<file path="src/rtl/kmi_pkg.sv">
// KMI receive shared definitions: frame constants, FSM state encoding and the
// odd-parity helper used by kmi_rx.
package kmi_pkg;

  localparam int KMI_DATA_BITS  = 8;
  localparam int KMI_FRAME_BITS = 11;

  typedef enum logic [1:0] {
    ST_IDLE   = 2'd0,
    ST_DATA   = 2'd1,
    ST_PARITY = 2'd2,
    ST_STOP   = 2'd3
  } kmi_state_t;

  // Odd parity holds when data bits plus parity bit contain an odd number of ones.
  function automatic logic odd_parity_ok(input logic [KMI_DATA_BITS-1:0] data,
                                         input logic parity);
    return ^{data, parity};
  endfunction

endpackage

</file>
<file path="src/rtl/kmi_sync_edge.sv">
// Two-flop synchroniser and falling-edge strobe for the KMI clock line.
// Optional glitch filter enabled by the KMI_RX_FILTER_EN macro: the filtered
// level only changes after FILTER_LEN consecutive equal synchronised samples.
module kmi_sync_edge #(
  parameter int FILTER_LEN = 4
) (
  input  logic clk,
  input  logic rst_n,
  input  logic line_in,
  output logic fall_strobe
);

  if (FILTER_LEN < 2) begin : g_filter_len_chk
    $error("kmi_sync_edge: FILTER_LEN must be at least 2");
  end

  logic [1:0] sync_q;
  logic       line_s;

  // Synchroniser resets high so an idle bus produces no spurious edge.
  always_ff @(posedge clk or negedge rst_n) begin
    if (!rst_n) sync_q <= 2'b11;
    else        sync_q <= {sync_q[0], line_in};
  end

  assign line_s = sync_q[1];

`ifdef KMI_RX_FILTER_EN
  logic [FILTER_LEN-2:0] hist_q;
  logic                  filt_q;
  logic                  all_low;
  logic                  all_high;

  // The current synchronised sample plus FILTER_LEN-1 older ones form the window.
  assign all_low  = ~line_s & ~(|hist_q);
  assign all_high =  line_s &  (&hist_q);

  // Sample history shift register.
  always_ff @(posedge clk or negedge rst_n) begin
    if (!rst_n) begin
      hist_q <= '1;
    end else begin
      for (int i = FILTER_LEN - 2; i > 0; i--) hist_q[i] <= hist_q[i-1];
      hist_q[0] <= line_s;
    end
  end

  // Filtered level follows the window only when it is unanimous.
  always_ff @(posedge clk or negedge rst_n) begin
    if (!rst_n)        filt_q <= 1'b1;
    else if (all_low)  filt_q <= 1'b0;
    else if (all_high) filt_q <= 1'b1;
  end

  // Strobe in the first cycle the window becomes all-low while the level is high.
  always_comb begin
    fall_strobe = filt_q & all_low;
  end
`else
  logic prev_q;

  // Previous synchronised level for edge detection.
  always_ff @(posedge clk or negedge rst_n) begin
    if (!rst_n) prev_q <= 1'b1;
    else        prev_q <= line_s;
  end

  // Falling edge: high last cycle, low now.
  always_comb begin
    fall_strobe = prev_q & ~line_s;
  end
`endif

endmodule

</file>
<file path="src/rtl/kmi_rx.sv">
// KMI (PS/2-style) receive stage: synchronises kmiclk/kmidata, deserialises
// 11-bit frames and holds each byte with its parity status until rx_done.
// Optional macro KMI_RX_FILTER_EN adds a glitch filter on the kmiclk line.
//
// state     | meaning
// ----------+---------------------------------------------
// ST_IDLE   | waiting for a start bit (0) on a clock edge
// ST_DATA   | shifting in 8 data bits, LSB first
// ST_PARITY | capturing the parity bit
// ST_STOP   | checking the stop bit, completing the frame
module kmi_rx
  import kmi_pkg::*;
#(
  parameter int TIMEOUT_CYCLES = 4096,
  parameter int FILTER_LEN     = 4
) (
  input  logic       pclk,
  input  logic       npreset,
  input  logic       kmiclk_in,
  input  logic       kmidata_in,
  input  logic       rx_done,
  output logic [7:0] rx_data,
  output logic       receive,
  output logic       parity_err,
  output logic       frame_err,
  output logic       overrun,
  output logic       rx_busy
);

  localparam int TW = (TIMEOUT_CYCLES > 2) ? $clog2(TIMEOUT_CYCLES) : 1;
  localparam int CW = $clog2(KMI_DATA_BITS);

  if (KMI_FRAME_BITS != KMI_DATA_BITS + 3) begin : g_frame_chk
    $error("kmi_rx: frame must be start + data + parity + stop");
  end

  kmi_state_t state_q, state_d;

  logic                     edge_stb;
  logic [1:0]               dsync_q;
  logic                     bit_in;
  logic [KMI_DATA_BITS-1:0] shift_q;
  logic [CW-1:0]            bit_cnt_q;
  logic                     par_q;
  logic [TW-1:0]            tout_q;

  logic                     shift_en;
  logic                     par_en;
  logic                     tout_hit;
  logic                     frame_done;
  logic                     stop_bad;

  logic [7:0]               rx_data_q;
  logic                     receive_q;
  logic                     parity_err_q;
  logic                     frame_err_q;
  logic                     overrun_q;

  kmi_sync_edge #(
    .FILTER_LEN (FILTER_LEN)
  ) u_clk_sync (
    .clk         (pclk),
    .rst_n       (npreset),
    .line_in     (kmiclk_in),
    .fall_strobe (edge_stb)
  );

  // Plain two-flop synchroniser for the data line, idle high.
  always_ff @(posedge pclk or negedge npreset) begin
    if (!npreset) dsync_q <= 2'b11;
    else          dsync_q <= {dsync_q[0], kmidata_in};
  end

  assign bit_in = dsync_q[1];

  // State register.
  always_ff @(posedge pclk or negedge npreset) begin
    if (!npreset) state_q <= ST_IDLE;
    else          state_q <= state_d;
  end

  // Next-state logic; a timeout aborts any in-progress frame.
  always_comb begin
    state_d = state_q;
    unique case (state_q)
      ST_IDLE:   if (edge_stb && !bit_in) state_d = ST_DATA;
      ST_DATA:   if (edge_stb && bit_cnt_q == CW'(KMI_DATA_BITS - 1)) state_d = ST_PARITY;
      ST_PARITY: if (edge_stb) state_d = ST_STOP;
      ST_STOP:   if (edge_stb) state_d = ST_IDLE;
      default:   state_d = ST_IDLE;
    endcase
    if (tout_hit) state_d = ST_IDLE;
  end

  // Output decode of the FSM.
  always_comb begin
    tout_hit   = (state_q != ST_IDLE) && (tout_q == TW'(TIMEOUT_CYCLES - 1));
    shift_en   = (state_q == ST_DATA)   && edge_stb && !tout_hit;
    par_en     = (state_q == ST_PARITY) && edge_stb && !tout_hit;
    frame_done = (state_q == ST_STOP)   && edge_stb && !tout_hit &&  bit_in;
    stop_bad   = (state_q == ST_STOP)   && edge_stb && !tout_hit && !bit_in;
    rx_busy    = (state_q != ST_IDLE);
  end

  // Shift register, bit counter and parity capture.
  always_ff @(posedge pclk or negedge npreset) begin
    if (!npreset) begin
      shift_q   <= '0;
      bit_cnt_q <= '0;
      par_q     <= 1'b0;
    end else begin
      if (state_q == ST_IDLE) bit_cnt_q <= '0;
      if (shift_en) begin
        shift_q[bit_cnt_q] <= bit_in;
        bit_cnt_q          <= bit_cnt_q + 1'b1;
      end
      if (par_en) par_q <= bit_in;
    end
  end

  // Timeout counter: idle or any clock edge restarts it.
  always_ff @(posedge pclk or negedge npreset) begin
    if (!npreset)                           tout_q <= '0;
    else if (state_q == ST_IDLE || edge_stb) tout_q <= '0;
    else                                    tout_q <= tout_q + 1'b1;
  end

  // Held byte and handshake; error pulses never touch the held byte.
  always_ff @(posedge pclk or negedge npreset) begin
    if (!npreset) begin
      rx_data_q    <= '0;
      receive_q    <= 1'b0;
      parity_err_q <= 1'b0;
      frame_err_q  <= 1'b0;
      overrun_q    <= 1'b0;
    end else begin
      frame_err_q <= stop_bad | tout_hit;
      overrun_q   <= frame_done & receive_q & ~rx_done;
      if (frame_done && (!receive_q || rx_done)) begin
        rx_data_q    <= shift_q;
        parity_err_q <= ~odd_parity_ok(shift_q, par_q);
        receive_q    <= 1'b1;
      end else if (rx_done && receive_q && !frame_done) begin
        receive_q    <= 1'b0;
        parity_err_q <= 1'b0;
      end
    end
  end

  assign rx_data    = rx_data_q;
  assign receive    = receive_q;
  assign parity_err = parity_err_q;
  assign frame_err  = frame_err_q;
  assign overrun    = overrun_q;

endmodule

</file>
<file path="config.mk">
export PLATFORM = sky130hd
export DESIGN_NAME = kmi_rx
export DESIGN_NICKNAME = d
export VERILOG_FILES = /design/src/rtl/kmi_pkg.sv /design/src/rtl/kmi_sync_edge.sv /design/src/rtl/kmi_rx.sv
export SDC_FILE = /design/constraint.sdc
export NUM_CORES = 1
export LEC_CHECK = 0
export CORE_MARGIN = 1
export CORE_UTILIZATION = 60
export CTS_BUF_LIST = sky130_fd_sc_hd__clkbuf_4 sky130_fd_sc_hd__clkbuf_8
export CTS_CLUSTER_SIZE = 24
export DETAILED_ROUTE_END_ITERATION = 16
export GPL_TIMING_DRIVEN = 0
export PLACE_DENSITY_LB_ADDON = 0.05
export SLEW_MARGIN = 0
export SYNTH_ARGS = -nofsm -noshare
export SYNTH_HDL_FRONTEND = slang
export SYNTH_SLANG_ARGS = --single-unit
</file>
<file path="constraint.sdc">
create_clock -name pclk -period 6.66 [get_ports pclk]
set_clock_uncertainty 0.15 [all_clocks]
set_input_delay 0.999 -clock pclk [delete_from_list [all_inputs] [get_ports pclk]]
set_output_delay 0.999 -clock pclk [all_outputs]
set_load 0.005 [all_outputs]
</file>
==> impl_metrics.ini <==
[placed_design]
io_buffers = 17
pre_cts_slack_ns = 4.04
place.gp.congestion = 0.798
dpl.hpwl_um = 2590

[logic_synthesis]
ys_seq_elements = 43
synth_cell_type_count = 39
synth_area_leader_cell = dfrtp_1
async_reset_ff_frac = 1.00
syn-cell-area_um2 = 2050
syn_nets = 183
synthTopCellsByArea = dfrtp_1, dfstp_2, mux2_4, mux2_2, ha_1
synth_most_common_cell = dfrtp_1
synthCells = 171
avgSynthCellArea_um2 = 12.0
synth_flop_cell = dfrtp_1
synth_commonest_cells = dfrtp_1, nor2_1, nand2_1, mux2_2, xor2_1
synth-seq-area-share = 0.527
yosys_warnings = 0
synth_top_area_share = 0.463
synth_edf_count = 0

[final_layout]
layout-drive-gt1-share = 0.199
final_util = 0.742
area_growth_pct = 13.8
nets = 207
diodes = 0

[global_routing]
grt_pass1_wl_um = 6100
grt_pass1_vias = 1335
gr-usage-all-layers = 0.236
antenna_found_initial = 0
grt_max_degree = 44
grt-ovfl-total = 0

[pwr]
ir_drop_v = 0.000172
power_density_nw_per_um2 = 306
p_leak_nw = 1.09
finalPower_w = 0.000715

[cts]
clk_latency_ns = 0.37
cts-root-buf = clkbuf_4
numCtsBuffers = 5
ctsHoldBuffers = 0
clk_pin_slew_worst_paths_ns = 0.11
cts_resized = 0
clock_sink_count = 43
cts_buffer_depth = 2
post_cts.repair.setup_buffers = 0
cts_max_level = 2
tritoncts = yes

[floorplanning]
die_h_um = 60.5
die_w_um = 60.5
rows = 20
core_area_um2 = 3150
start_util = 0.652
fp.dieArea_um2 = 3660
io_pins = 18

[detailed_routing]
wl_per_cell_um = 15.2
drt_iter0_drc = 71
dr.pass1.iters = 4
final_antenna_net_count = 0
vias = 1343
via_per_inst = 5.60
wl_um = 3640
route.detailed.drc = 0

[min_path]
hold_path_class = reg2reg

[sta]
fin_ws_ns = 3.68
finalCritPeriodShare = 0.448
drv_slew = 0
rsz0062_at_grt = no
setup_viol_count_final = 0
tns_ns = 0
worstMarginPinSlew_ns = 0.936
hold_viol = 0
layout_min_cycle_time_ns = 2.98
whs_ns = 0.214
slew_headroom = 0.376
max_freq_mhz = 335

[worst_setup_path]
cp_top_family = buffers and inverters
cp_cell_sequence = inv_1, ha_1, inv_1, clkdlybuf4s50_1
cp_slowest_stage_delay_ns = 0.54
worstSetupStartpointType = flip-flop
critical_path_required_ns = 5.51
setup.worst_path.end_class = output port
crit_arrival_ns = 1.84
cp_common_cell = inv_1
cp_max_fo = 5
critical-path-slowest-cell = clkdlybuf4s50_1
crit_type = reg2out
crit_buf_inv = 3

[flow_run]
cap_violations = 0

[outcome]
status = finished, final reports clean
path summary, 6_finish.rpt:
path	endpoint	slack, ns	from	depth (start not counted)
max	rx_busy	3.68	state_q[0]	4
min	dsync_q[1]	0.21	dsync_q[0]	0
max reg2reg	bit_cnt_q[1]	4.08	state_q[0]	7
min reg2reg	dsync_q[1]	0.21	dsync_q[0]	0
max in group asynchronous	rx_data[6]	5.16	npreset	1
min in group asynchronous	tout_q[5]	0.62	npreset	1
per-stage QoR:
step,cell area (um2),cells
after floorplan,2050,171
after global placement,2280,232
after detailed placement,2270,232
after CTS,2340,240
after global routing,2340,240
final,2340,240
power by group:
part | total (W) | internal, W | switching (W) | leakage [nW]
logic | 0.000237 | 0.000121 | 0.000116 | 0.484
registers | 0.000342 | 0.000305 | 0.0000370 | 0.568
clock network | 0.000136 | 0.0000553 | 0.0000808 | 0.0387
total | 0.000715 | 0.000481 | 0.000233 | 1.09
per-layer routing:
| metal | wire length [um] | track usage | vias up |
|---|---|---|---|
| met5 | 0 | 0 | - |
| met4 | 44 | 0.0909 | 0 |
| met3 | 140 | 0.0853 | 5 |
| met2 | 1670 | 0.355 | 32 |
| met1 | 1790 | 0.314 | 664 |
| li1 | - | - | 642 |
worst reg2reg max path: cells and delay by family (launching register included):
family        cells  cell delay, ns
fa+ha+maj         1            0.27
buf+inv           1            0.08
flops             1            0.42
mux               1            0.35
simple gates      4            1.22
cell type report:
class / count / area [um2]
Tap cell: 44 / 55.1
Fill cell: 220 / 815
Multi-Input combinational cell: 121 / 945
Inverter: 4 / 15.0
Clock inverter: 1 / 5.00
Buffer: 3 / 12.5
Sequential cell: 43 / 1080
Clock buffer: 7 / 58.8
Timing Repair Buffer: 17 / 165
state kept, by name, indices dropped and copies added (netlist names), 2 cells and up:
signal / count
rx_data: 8
state_q: 2
dsync_q: 2
tout_q: 12
u_clk_sync.sync_q: 2
bit_cnt_q: 3
shift_q: 8
logic make-up (layout without fill, tap and decap cells):
logic type | count (synthesis) | after routing | share of synthesized area
buffers and inverters | 7 | 32 | 0.0134
DFF | 43 | 43 | 0.527
AOI/OAI and AO/OA | 11 | 11 | 0.0335
muxes | 21 | 21 | 0.129
xor gates and xnor gates | 16 | 16 | 0.0749
and+or+nand+nor | 66 | 66 | 0.180
adders and majority gates | 7 | 7 | 0.0426
layout by cell type, fill, tap and decap left out, drive strengths merged:
| cell | Yosys | routed |
|---|---|---|
| nand3 | 7 | 7 |
| or4 | 1 | 1 |
| nor2b | 3 | 3 |
| a21oi | 3 | 3 |
| ha | 7 | 7 |
| nor2 | 18 | 18 |
| and2b | 1 | 1 |
| nor3 | 1 | 1 |
| o32ai | 1 | 1 |
| dfstp | 5 | 5 |
| nand2 | 13 | 13 |
| xor2 | 9 | 9 |
| o21ai | 4 | 4 |
| or3 | 2 | 2 |
| or2 | 1 | 1 |
| clkinv | 0 | 1 |
| mux2 | 19 | 19 |
| xnor2 | 6 | 6 |
| clkbuf | 2 | 9 |
| and4 | 2 | 2 |
| nand2b | 4 | 4 |
| inv | 4 | 4 |
| a21boi | 1 | 1 |
| a32oi | 1 | 1 |
| clkdlybuf4s50 | 0 | 16 |
| nor4 | 3 | 3 |
| xnor3 | 1 | 1 |
| nand4b | 1 | 1 |
| buf | 1 | 2 |
| mux2i | 2 | 2 |
| and3 | 2 | 2 |
| a2bb2oi | 1 | 1 |
| nand4 | 6 | 6 |
| dfrtp | 38 | 38 |
| nor4b | 1 | 1 |
(Power assumes the default switching activity.)
